File: src/rtl/branch_resolve_ctrl.sv
// EX-stage branch resolver with 2-bit BHT, registered redirect and multi-cycle front-end flush.
// Latency: redirect/flush one cycle after a mispredict; BHT lookup is combinational. Optional BR_PERF_CNT_EN adds perf counters.
// Backpressure: none; EX instructions arriving while flushing are treated as wrong-path and dropped.
module branch_resolve_ctrl #(
    parameter int BHT_ENTRIES  = 16,
    parameter int FLUSH_CYCLES = 2
) (
    input  logic        clk_i,
    input  logic        rst_i,
    input  logic        valid_ex_i,
    input  logic        is_jal_i,
    input  logic        is_jalr_i,
    input  logic [2:0]  funct3_i,
    input  logic [31:0] pc_ex_i,
    input  logic [31:0] target_i,
    input  logic        pred_taken_ex_i,
    input  logic        BrEq_i,
    input  logic        BrLt_i,
    output logic        BrUn_o,
    input  logic [31:0] pc_if_i,
    output logic        pred_taken_o,
    output logic        redirect_o,
    output logic [31:0] redirect_pc_o,
    output logic        flush_o,
    output logic        illegal_br_o
`ifdef BR_PERF_CNT_EN
    ,
    output logic [31:0] br_cnt_o,
    output logic [31:0] mispred_cnt_o
`endif
);
    localparam int IW = $clog2(BHT_ENTRIES);
    localparam int CW = (FLUSH_CYCLES > 1) ? $clog2(FLUSH_CYCLES) : 1;

    typedef enum logic {IDLE, FLUSH} state_t;

    state_t          state;
    logic [CW-1:0]   flush_cnt;
    logic [1:0]      bht [BHT_ENTRIES];

    logic            taken;
    logic            legal;
    logic            cond;
    logic            accept;
    logic            eff_pred;
    logic            mispredict;
    logic            bht_upd;
    logic [IW-1:0]   ex_idx;
    logic [IW-1:0]   if_idx;
    logic [1:0]      ctr;
    logic [1:0]      ctr_next;

    wire unused_pc_bits = ^{pc_if_i[31:IW+2], pc_if_i[1:0]};

    assign BrUn_o = (funct3_i == 3'b110) || (funct3_i == 3'b111);

    always_comb begin
        taken = 1'b0;
        legal = 1'b1;
        case (funct3_i)
            3'b000:          taken = BrEq_i;
            3'b001:          taken = ~BrEq_i;
            3'b100, 3'b110:  taken = BrLt_i;
            3'b101, 3'b111:  taken = ~BrLt_i;
            default: begin
                taken = 1'b0;
                legal = 1'b0;
            end
        endcase
        // Jumps ignore funct3 entirely.
        if (is_jal_i || is_jalr_i) begin
            taken = 1'b1;
            legal = 1'b1;
        end
    end

    assign cond       = !is_jal_i && !is_jalr_i;
    assign accept     = valid_ex_i && (state == IDLE);
    // No target prediction exists, so a taken JALR must always redirect.
    assign eff_pred   = is_jalr_i ? 1'b0 : pred_taken_ex_i;
    assign mispredict = accept && (taken != eff_pred);
    assign bht_upd    = accept && cond && legal;

    assign ex_idx = pc_ex_i[IW+1:2];
    assign if_idx = pc_if_i[IW+1:2];
    assign ctr    = bht[ex_idx];

    always_comb begin
        ctr_next = ctr;
        if (taken && ctr != 2'b11)
            ctr_next = ctr + 2'b01;
        else if (!taken && ctr != 2'b00)
            ctr_next = ctr - 2'b01;
    end

    assign pred_taken_o = bht[if_idx][1];

    always_ff @(posedge clk_i) begin
        if (rst_i) begin
            state         <= IDLE;
            flush_cnt     <= '0;
            flush_o       <= 1'b0;
            redirect_o    <= 1'b0;
            redirect_pc_o <= 32'd0;
            illegal_br_o  <= 1'b0;
            for (int i = 0; i < BHT_ENTRIES; i++)
                bht[i] <= 2'b01;
        end else begin
            illegal_br_o <= accept && cond && !legal;
            redirect_o   <= mispredict;
            if (mispredict)
                redirect_pc_o <= taken ? target_i : pc_ex_i + 32'd4;
            if (bht_upd)
                bht[ex_idx] <= ctr_next;
            case (state)
                IDLE: begin
                    if (mispredict) begin
                        state     <= FLUSH;
                        flush_o   <= 1'b1;
                        flush_cnt <= CW'(FLUSH_CYCLES - 1);
                    end
                end
                FLUSH: begin
                    if (flush_cnt == '0) begin
                        state   <= IDLE;
                        flush_o <= 1'b0;
                    end else begin
                        flush_cnt <= flush_cnt - 1'b1;
                    end
                end
                default: state <= IDLE;
            endcase
        end
    end

`ifdef BR_PERF_CNT_EN
    always_ff @(posedge clk_i) begin
        if (rst_i) begin
            br_cnt_o      <= 32'd0;
            mispred_cnt_o <= 32'd0;
        end else begin
            if (bht_upd)
                br_cnt_o <= br_cnt_o + 32'd1;
            if (mispredict)
                mispred_cnt_o <= mispred_cnt_o + 32'd1;
        end
    end
`endif

endmodule

File: config.mk
export PLATFORM = sky130hd
export DESIGN_NAME = branch_resolve_ctrl
export DESIGN_NICKNAME = d
export VERILOG_FILES = /design/src/rtl/branch_resolve_ctrl.sv
export SDC_FILE = /design/constraint.sdc
export NUM_CORES = 1
export LEC_CHECK = 0
export ABC_AREA = 1
export CAP_MARGIN = 25
export CORE_ASPECT_RATIO = 0.7
export CORE_MARGIN = 2
export CORE_UTILIZATION = 23
export DETAILED_ROUTE_END_ITERATION = 7
export PLACE_DENSITY_LB_ADDON = 0.15
export SLEW_MARGIN = 20
export SYNTH_ARGS = -nofsm -noshare
export SYNTH_HDL_FRONTEND = slang
export SYNTH_SLANG_ARGS = --single-unit
File: constraint.sdc
create_clock -name clk_i -period 4.8 [get_ports clk_i]
set_clock_uncertainty 0.1 [all_clocks]
set_input_delay 0.96 -clock clk_i [delete_from_list [all_inputs] [get_ports clk_i]]
set_output_delay 0.96 -clock clk_i [all_outputs]
set_load 0.01 [all_outputs]
==> reports/results.ini, run 1 <==
[sta]
slew_violations = 0
fmax_mhz = 256
period_share = 0.815
tightestPinTransition_ns = 0.832
period_needed_ns = 3.91
final-setup-viol-count = 0
finalHoldViolations = 0
rsz0062_at_grt = no
hold_slack_ns = 0.363
tns_ns = 0
slew_headroom = 0.445

[yosys]
ys_seq_elements = 69
synth_simple_gate_area_share = 0.359
yosysWarningCount = 0
syn_nets = 820
synth_seq_area_share = 0.369
netlist_instances = 707
synth_largest_area_cell = edfxtp_1
synthAdderAreaFrac = 0.0163
synth_top_family_by_area = simple AND/OR/NAND/NOR gates
synth_most_common_cell = nand2_1
syn_area_per_cell_um2 = 6.53
synth_edf_count = 32
yosysUniqueCellTypes = 33
syn_area_um2 = 4620
synthTopCellsByArea = edfxtp_1 21%, nand2_1 17%, dfxtp_1 16%, nor2_1 9.2%, inv_1 6.8%
synth_compound_area_frac = 0.117
synthFlopType = dfxtp_1
synth_xor_area_frac = 0.0325
synth_mux_area_frac = 0
synthTopCellsByCount = 215 x nand2_1, 113 x nor2_1, 84 x inv_1, 53 x a21oi_1, 39 x o21ai_0
ys_async_sr_fraction = 0
yosysTopAreaCellShare = 0.208

[clock_network]
ctsResizeCount = 0
clk_pin_slew_ns = 0.06
cts_sinks = 69
h-tree-depth = 3
root_buffer = clkbuf_16
numCtsBuffers = 9
cts_setup_buffers = 0
postCtsHoldBufs = 0
clk_latency_ns = 0.34
clockBufferDepth = 2
cts_tree = done

[routing]
wirelength_mm = 16.3
wire_per_inst_um = 15.0
post_drt_via_cell_ratio = 4.29
drt-initial-drc-count = 312
route.detailed.drc = 0
vias = 4675
dr.pass1.iters = 4
drtAntennaViolNets = 0

[global_route]
grt_overflow = 0
first_global_vias = 4268
grt_start_max_net_pins = 47
grt_use_total = 0.152
grt_pass1_wl_mm = 24.5
antenna_found_initial = 0

[job]
cap_violations = 0

[placed_design]
routabilityCongestion = 0.880
hpwl_mm = 12.0
portBuffers = 115

[finish]
fin_nets = 928
seq_area_um2 = 1700
drive_above_1_share = 0.0634
syn_to_final_growth_pct = 36.8
n_antenna_cell = 0
fillers = 2188
multiInputGateArea_um2 = 2430

[floorplan]
fp.dieW_um = 173
fp-row-count = 43
design.core.area_um2 = 19700
dieArea_um2 = 21200
die_h_um = 123
io_pins = 144
initial_core_util = 0.234

[critical_path]
worstRegToRegCells = 15
crit_fanout = 16
worstPathRequired_ns = 3.74
path_class = input pin to output port
arrival_ns = 2.85
cp-end-kind = output port
cp-start-kind = input pin

[outcome]
outcome = complete, no violations

[power]
leakage_nw = 2.53
power.density_nw_per_um2 = 273
finalPower_mw = 1.72
peakVddDrop_uv = 145

[worst_hold_path]
min_path_cells = 2
hp-class = flop to flop

## worst paths after layout
kind                                        from                             end  slack [ns]
hold reg to reg   redirect_pc_o[30]$_SDFFE_PP0P_  redirect_pc_o[30]$_SDFFE_PP0P_        0.36
setup / recovery                      pc_if_i[2]                    pred_taken_o        0.89
hold / removal    redirect_pc_o[30]$_SDFFE_PP0P_  redirect_pc_o[30]$_SDFFE_PP0P_        0.36
setup reg to reg         bht[0][0]$_SDFFCE_PN1P_         bht[8][0]$_SDFFCE_PN1P_        2.27
## layer usage
metal / up-vias / wire length, um / track usage
li1: 2439 / - / -
met5: - / 0 / 0
met3: 13 / 764 / 0.0300
met4: 0 / 165 / 0.0355
met1: 2108 / 9120 / 0.241
met2: 115 / 6250 / 0.204
## flip-flops by register name, summed over array words and instances, names as in the netlist
| name | flops |
|---|---|
| bht | 32 |
| flush_cnt | 1 |
| flush_o | 1 |
| illegal_br_o | 1 |
| redirect_o | 1 |
| redirect_pc_o | 32 |
| state | 1 |
## cell type report
cell class / instances / share of cell area
multi-input combinational: 524 / 0.384
sequential: 69 / 0.269
timing repair buffer: 125 / 0.194
tap: 270 / 0.0535
inverter: 86 / 0.0515
clock buffer: 11 / 0.0408
clock inverter: 5 / 0.00634
## cells by family (layout without fill, tap and decap cells)
kind of cell	after synthesis	count (layout)
compound gates	105	105
xor+xnor	15	15
fa+ha+maj	6	6
buf+inv	114	227
flops	69	69
simple gates	398	398
## through the flow
stage	area, um2	instances	utilization	setup WS [ns]
final	6310	1090	0.320	0.889
after global routing	6310	1090	0.320	0.733
after CTS	6310	1090	0.320	0.847
after detailed placement	6020	1074	0.305	0.845
after global placement	6020	1074	0.305	0.870
after floorplan	4620	707	-	1.86
## cells in the final DEF (no fill, tap or decap), types with 15 or more instances in the layout
cell             count
edfxtp_1            32
inv_1               84
a21oi_1             53
nand2_1            215
nand3_1             36
o21ai_0             39
nand2_2             15
dfxtp_1             37
nor2_1             113
clkdlybuf4s50_1    115
## worst max-delay path, cell delays in order
cell and delay, ns:
clkdlybuf4s50_1 0.78, a21oi_1 0.13, o21ai_0 0.22, o221ai_1 0.15, nand2_1 0.08, clkdlybuf4s50_1 0.52
## power breakdown
part / switching, mW / leakage (nW) / total (mW) / internal [mW]
Clock: 0.275 / 0.146 / 0.667 / 0.392
Sequential: 0.0145 / 0.584 / 0.659 / 0.645
Combinational: 0.224 / 1.80 / 0.394 / 0.170
Total: 0.514 / 2.53 / 1.72 / 1.21
Note: power is estimated with default switching activity, not from simulation.
==> inputs of run 2 (changes only) <==
==> constraint.sdc (replaced) <==
create_clock -name clk_i -period 3.4 [get_ports clk_i]
set_clock_uncertainty 0.1 [all_clocks]
set_input_delay 0.68 -clock clk_i [delete_from_list [all_inputs] [get_ports clk_i]]
set_output_delay 0.68 -clock clk_i [all_outputs]
set_load 0.01 [all_outputs]
==> run 2 against run 1 <==
Net effect:
- routed wire length fell by 2.8%
- clock-buffer cell count rose by 2
- largest power group is now sequential cells
- sequential cell count did not move
- core utilization rose by 0.67 points
- clock power rose by 39%
- global-route usage fell by 0.10 points
- critical path depth did not move
- power rose by 42%
- combinational power rose by 50%
- critical path type unchanged
==> reports/results.ini, run 2 (same netlist as run 1, synthesis figures left out) <==
[clock_network]
cts_tree = done
ctsResizeCount = 0  ; unchanged
h-tree-depth = 3  ; unchanged
cts_sinks = 69  ; unchanged
root_buffer = clkbuf_16
cts_setup_buffers = 0  ; unchanged
clockBufferDepth = 2  ; unchanged
clk_latency_ns = 0.33  ; about the same
clk_pin_slew_ns = 0.05  ; about the same
numCtsBuffers = 9  ; unchanged
postCtsHoldBufs = 0  ; unchanged

[global_route]
first_global_vias = 4253  ; -0.35%
grt_start_max_net_pins = 38  ; -19%
grt_pass1_wl_mm = 24.6  ; +0.36%
grt_overflow = 0  ; unchanged
grt_use_total = 0.151  ; -0.00103
antenna_found_initial = 0  ; unchanged

[critical_path]
critPathMaxStageDelay_ns = 0.66  ; -0.12 ns
cp-end-kind = output port
crit_fanout = 7  ; -9
path_depth = 6  ; unchanged
cp-start-kind = input pin
worstPathRequired_ns = 2.62  ; -1.12 ns
path_delay_family = buffers and inverters
arrival_ns = 2.44  ; -0.41 ns
worstRegToRegCells = 15  ; unchanged
crit_buf_inv = 3  ; +1
path_class = input pin to output port
worstPathCellList = clkdlybuf4s50_1 > inv_1 > o21ai_0 > o211ai_1 > nand2_1 > clkdlybuf4s50_1
crit_slowest_cell = clkdlybuf4s50_1
worst_path_most_repeated_cell = clkdlybuf4s50_1

[finish]
layout_common_cells = 215 x nand2_1, 115 x clkdlybuf4s50_1, 113 x nor2_1, 84 x inv_1, 53 x a21oi_1
fin_nets = 938  ; +1.1%
utilization = 0.327  ; +0.00672
drive_above_1_share = 0.0735  ; +0.0101
syn_to_final_growth_pct = 39.6
reg_top3 = bht: 32 flops, redirect_pc_o: 32 flops
n_antenna_cell = 0  ; unchanged
final_common_cell = nand2_1

[sta]
final-setup-viol-count = 0  ; unchanged
period_share = 0.947
slew_violations = 0  ; unchanged
rsz0062_at_grt = no
tns_ns = 0  ; unchanged
period_needed_ns = 3.22
tightestPinTransition_ns = 0.449  ; -0.382 ns
slew_headroom = 0.700  ; +0.256
finalHoldViolations = 0  ; unchanged
fmax_mhz = 310

[power]
pwr-share-clk = 0.378  ; -0.010
peakVddDrop_uv = 166  ; +15%
power.density_nw_per_um2 = 380  ; +39%
comb_power_share = 0.242  ; +0.013
power.switching_mw = 0.703  ; +37%
power.internal_mw = 1.75  ; +45%
seqPwrFrac = 0.380  ; -0.003
sw_frac_of_total = 0.287  ; -0.0118
leakage_nw = 2.60  ; +2.8%

[routing]
wirelength_mm = 15.8  ; -2.8%
post_drt_via_cell_ratio = 4.22  ; -1.6%
dr.pass1.iters = 5  ; +1
wire_per_inst_um = 14.4  ; -3.7%
vias = 4642  ; -0.71%
route.detailed.drc = 0  ; unchanged
drt-initial-drc-count = 283  ; -9.3%
drtAntennaViolNets = 0  ; unchanged

[job]
cap_violations = 0  ; unchanged

[floorplan]
design.core.area_um2 = 19700  ; unchanged
fp.dieW_um = 173  ; unchanged
dieArea_um2 = 21200  ; unchanged
io_pins = 144  ; unchanged
die_h_um = 123  ; unchanged
initial_core_util = 0.234  ; unchanged
fp-row-count = 43  ; unchanged

[placed_design]
routabilityCongestion = 0.861  ; -2.1%
portBuffers = 115  ; unchanged
hpwl_mm = 11.8  ; -1.3%

[worst_hold_path]
hp-class = flop to flop
min_path_cells = 2  ; unchanged

[outcome]
outcome = complete, no violations

==> run 2: cell types whose count changed in the layout (fill, tap and decap cells not counted) <==
cell      previous run  this run
inv_4                2         1
clkinv_2             0         2
clkbuf_8             0         1
buf_4               10        15
inv_6                2         0
clkbuf_1             0         1
buf_12               0         5
clkinv_4             1         0
==> run 2: worst paths after layout <==
check | to | slack, ns | startpoint
setup / recovery | pred_taken_o | 0.18 | pc_if_i[3]
setup reg to reg | bht[4][0]$_SDFFCE_PN1P_ | 1.10 | bht[0][0]$_SDFFCE_PN1P_
hold / removal | redirect_pc_o[27]$_SDFFE_PP0P_ | 0.36 | redirect_pc_o[27]$_SDFFE_PP0P_
hold reg to reg | redirect_pc_o[27]$_SDFFE_PP0P_ | 0.36 | redirect_pc_o[27]$_SDFFE_PP0P_
==> run 2: worst reg2reg max path: cells and delay by family, from the launching register on <==
| kind | cells | cell delay, ns |
|---|---|---|
| adder cells (fa/ha/maj) | 1 | 0.18 |
| buffers and inverters | 3 | 0.30 |
| AND/OR/NAND/NOR | 9 | 0.82 |
| AO/OA/AOI/OAI | 1 | 0.14 |
| flip-flops | 1 | 0.35 |
| XOR/XNOR | 1 | 0.16 |
==> run 2: cell type report <==
class	count	area, um2
well taps	270	338
clock buffers	13	275
flip-flops and latches	69	1700
fillers	2176	13300
multi-input cells	524	2430
clock inverters	3	17.5
repair buffers	135	1360
inverters	86	325
==> run 2: layer usage <==
metal  wire length, um  track usage  up-vias
met5                 0            0        -
met4               100       0.0318        0
met3               775       0.0297        7
met2              6060        0.198      115
met1              8910        0.245     2054
li1                  -            -     2466
==> run 2: power by group through the flow <==
stage	clock, mW	combinational [mW]	sequential (mW)
after floorplan	0	0.273	0.962
after global placement	0	0.594	0.948
after detailed placement	0	0.592	0.948
after CTS	0.958	0.595	0.931
after global routing	0.988	0.651	0.936
final	0.926	0.592	0.931
==> run 2: through the flow <==
step                      instances  hold slack, ns  instance area, um2  setup WS, ns  power (mW)
after floorplan                 707           0.345                4620         0.738        1.23
after global placement         1084           0.354                6150        0.0487        1.54
after detailed placement       1084           0.355                6150        0.0669        1.54
after CTS                      1100           0.364                6450         0.156        2.48
after global routing           1100           0.379                6450        0.0818        2.58
final                          1100           0.361                6450         0.179        2.45
==> inputs of run 3 (changes only) <==
--- a/config.mk
+++ b/config.mk
@@ -7,7 +7,7 @@
 export LEC_CHECK = 0
 export ABC_AREA = 1
 export CAP_MARGIN = 25
-export CORE_ASPECT_RATIO = 0.7
+export CORE_ASPECT_RATIO = 0.8
 export CORE_MARGIN = 2
 export CORE_UTILIZATION = 23
 export DETAILED_ROUTE_END_ITERATION = 7
==> run 3 against run 2 <==
Net effect:
- via count down 0.15%
- maximum frequency up 0.38%
- combinational power down 2%
- sequential share of layout area down 0.15 points
- sequential power about the same
- critical path type unchanged
- worst setup slack better by 0.012 ns
- global-route usage down 0.42 points
- non-clock buffer count up 3
- clock power up 11%
==> reports/results.ini, run 3 (same netlist as run 1, synthesis figures left out) <==
[outcome]
outcome = complete, no violations

[placed_design]
portBuffers = 115  ; unchanged
dp_worst_setup_slack_ns = 0.0614  ; -0.00545 ns
place_area_um2 = 6160  ; about the same
hpwl_mm = 11.7  ; -0.96%
routabilityCongestion = 0.885  ; +2.8%

[sta]
period_share = 0.944  ; -0.00360
rsz0062_at_grt = no
final-setup-viol-count = 0  ; unchanged
slew_violations = 0  ; unchanged
fmax_mhz = 312  ; +0.38%
tightestPinTransition_ns = 0.427  ; -0.0227 ns
hold_slack_ns = 0.364  ; +0.00342 ns
finalHoldViolations = 0  ; unchanged
period_needed_ns = 3.21  ; -0.0122 ns
slew_headroom = 0.716  ; +0.0152
tns_ns = 0  ; unchanged
setup_ws_ns = 0.192  ; +0.0122 ns

[routing]
route.detailed.drc = 0  ; unchanged
wirelength_mm = 15.4  ; -2.8%
vias = 4635  ; -0.15%
dr.pass1.iters = 5  ; unchanged
drt-initial-drc-count = 350  ; +24%
post_drt_via_cell_ratio = 4.23  ; +0.12%
wire_per_inst_um = 14.0  ; -2.5%
drtAntennaViolNets = 0  ; unchanged

[power]
pwr-share-clk = 0.404  ; +0.026
seqPwrFrac = 0.367  ; -0.013
peakVddDrop_uv = 208  ; +25%
power.internal_mw = 1.82  ; +4.1%
power.switching_mw = 0.724  ; +3.0%
power.density_nw_per_um2 = 392  ; +3.2%
leakage_nw = 2.62  ; +0.90%
sw_frac_of_total = 0.285  ; -0.00219
comb_power_share = 0.229  ; -0.013

[job]
cap_violations = 0  ; unchanged

[floorplan]
initial_core_util = 0.234  ; about the same
design.core.area_um2 = 19700  ; about the same
dieArea_um2 = 21200  ; about the same
die_h_um = 131  ; +6.7%
io_pins = 144  ; unchanged
fp.dieW_um = 162  ; -6.3%
fp-row-count = 46  ; +7.0%

[clock_network]
clk_pin_slew_ns = 0.06  ; about the same
clockBufferDepth = 2  ; unchanged
cts_sinks = 69  ; unchanged
cts_setup_buffers = 0  ; unchanged
clk_latency_ns = 0.35  ; +0.02 ns
numCtsBuffers = 9  ; unchanged
cts_tree = done
h-tree-depth = 3  ; unchanged
ctsResizeCount = 0  ; unchanged
postCtsHoldBufs = 0  ; unchanged
root_buffer = clkbuf_16

[critical_path]
cp-end-kind = output port
worst_path_most_repeated_cell = clkdlybuf4s50_1
crit_slowest_cell = clkdlybuf4s50_1
critPathMaxStageDelay_ns = 0.65  ; about the same
crit_fanout = 7  ; unchanged
worstPathRequired_ns = 2.62  ; about the same
worstRegToRegCells = 15  ; unchanged
arrival_ns = 2.43  ; about the same
path_class = input pin to output port
cp-start-kind = input pin
worstPathCellList = clkdlybuf4s50_1 > inv_1 > o21ai_0 > o221ai_1 > nand2_1 > clkdlybuf4s50_1

[finish]
seq_area_um2 = 1700  ; unchanged
fin_nets = 941  ; +0.32%
layout_common_cells = 215 x nand2_1, 115 x clkdlybuf4s50_1, 113 x nor2_1, 84 x inv_1, 53 x a21oi_1
reg_top3 = bht: 32 flops, redirect_pc_o: 32 flops
stdcell_area_um2 = 6480  ; +0.58%
n_antenna_cell = 0  ; unchanged
final_common_cell = nand2_1
syn_to_final_growth_pct = 40.5
drive_above_1_share = 0.0780  ; +0.00454
fillers = 2168  ; -0.37%
utilization = 0.328  ; +0.00196
multiInputGateArea_um2 = 2430  ; unchanged

[worst_hold_path]
min_path_cells = 2  ; unchanged
hp-class = flop to flop

[global_route]
first_global_vias = 4234  ; -0.45%
grt_start_max_net_pins = 43  ; +13%
grt_overflow = 0  ; unchanged
grt_use_total = 0.147  ; -0.00422
antenna_found_initial = 0  ; unchanged
grt_pass1_wl_mm = 23.6  ; -4.1%

## run 3: path summary, 6_finish.rpt
kind | startpoint | to | slack (ns)
setup / recovery | pc_if_i[3] | pred_taken_o | 0.19
hold / removal | redirect_pc_o[19]$_SDFFE_PP0P_ | redirect_pc_o[19]$_SDFFE_PP0P_ | 0.36
setup reg to reg | bht[4][1]$_SDFFCE_PN0P_ | bht[4][0]$_SDFFCE_PN1P_ | 1.14
hold reg to reg | redirect_pc_o[19]$_SDFFE_PP0P_ | redirect_pc_o[19]$_SDFFE_PP0P_ | 0.36
## run 3: cell type report
cell class,instances,share of cell area
Multi-Input combinational cell,524,0.374
Sequential cell,69,0.262
Timing Repair Buffer,138,0.212
Tap cell,264,0.0509
Inverter,86,0.0502
Clock buffer,11,0.0407
Clock inverter,5,0.00984
## run 3: power by group through the flow
stage	clock [mW]	sequential [mW]	combinational [mW]
5_1_grt	1.08	0.938	0.644
6_report	1.03	0.933	0.582
4_1_cts	1.05	0.933	0.591
3_3_place_gp	0	0.949	0.591
2_1_floorplan	0	0.962	0.273
3_5_place_dp	0	0.950	0.588
## run 3: metrics by stage
| step | std cells | power [mW] |
|---|---|---|
| finish | 1097 | 2.54 |
| global route | 1097 | 2.67 |
| CTS | 1097 | 2.58 |
| detailed placement | 1081 | 1.54 |
| global placement | 1081 | 1.54 |
| floorplan | 707 | 1.23 |
## run 3: metal layers
metal,part of all wire,GRT usage
met5,0,0
met4,0.011,0.0401
met3,0.055,0.0335
met2,0.41,0.206
met1,0.52,0.223
## run 3: worst max-delay path, delay by kind of cell
kind | cells | cell delay (ns)
buffers and inverters | 3 | 1.29
AOI/OAI and AO/OA | 2 | 0.37
and+or+nand+nor | 1 | 0.08
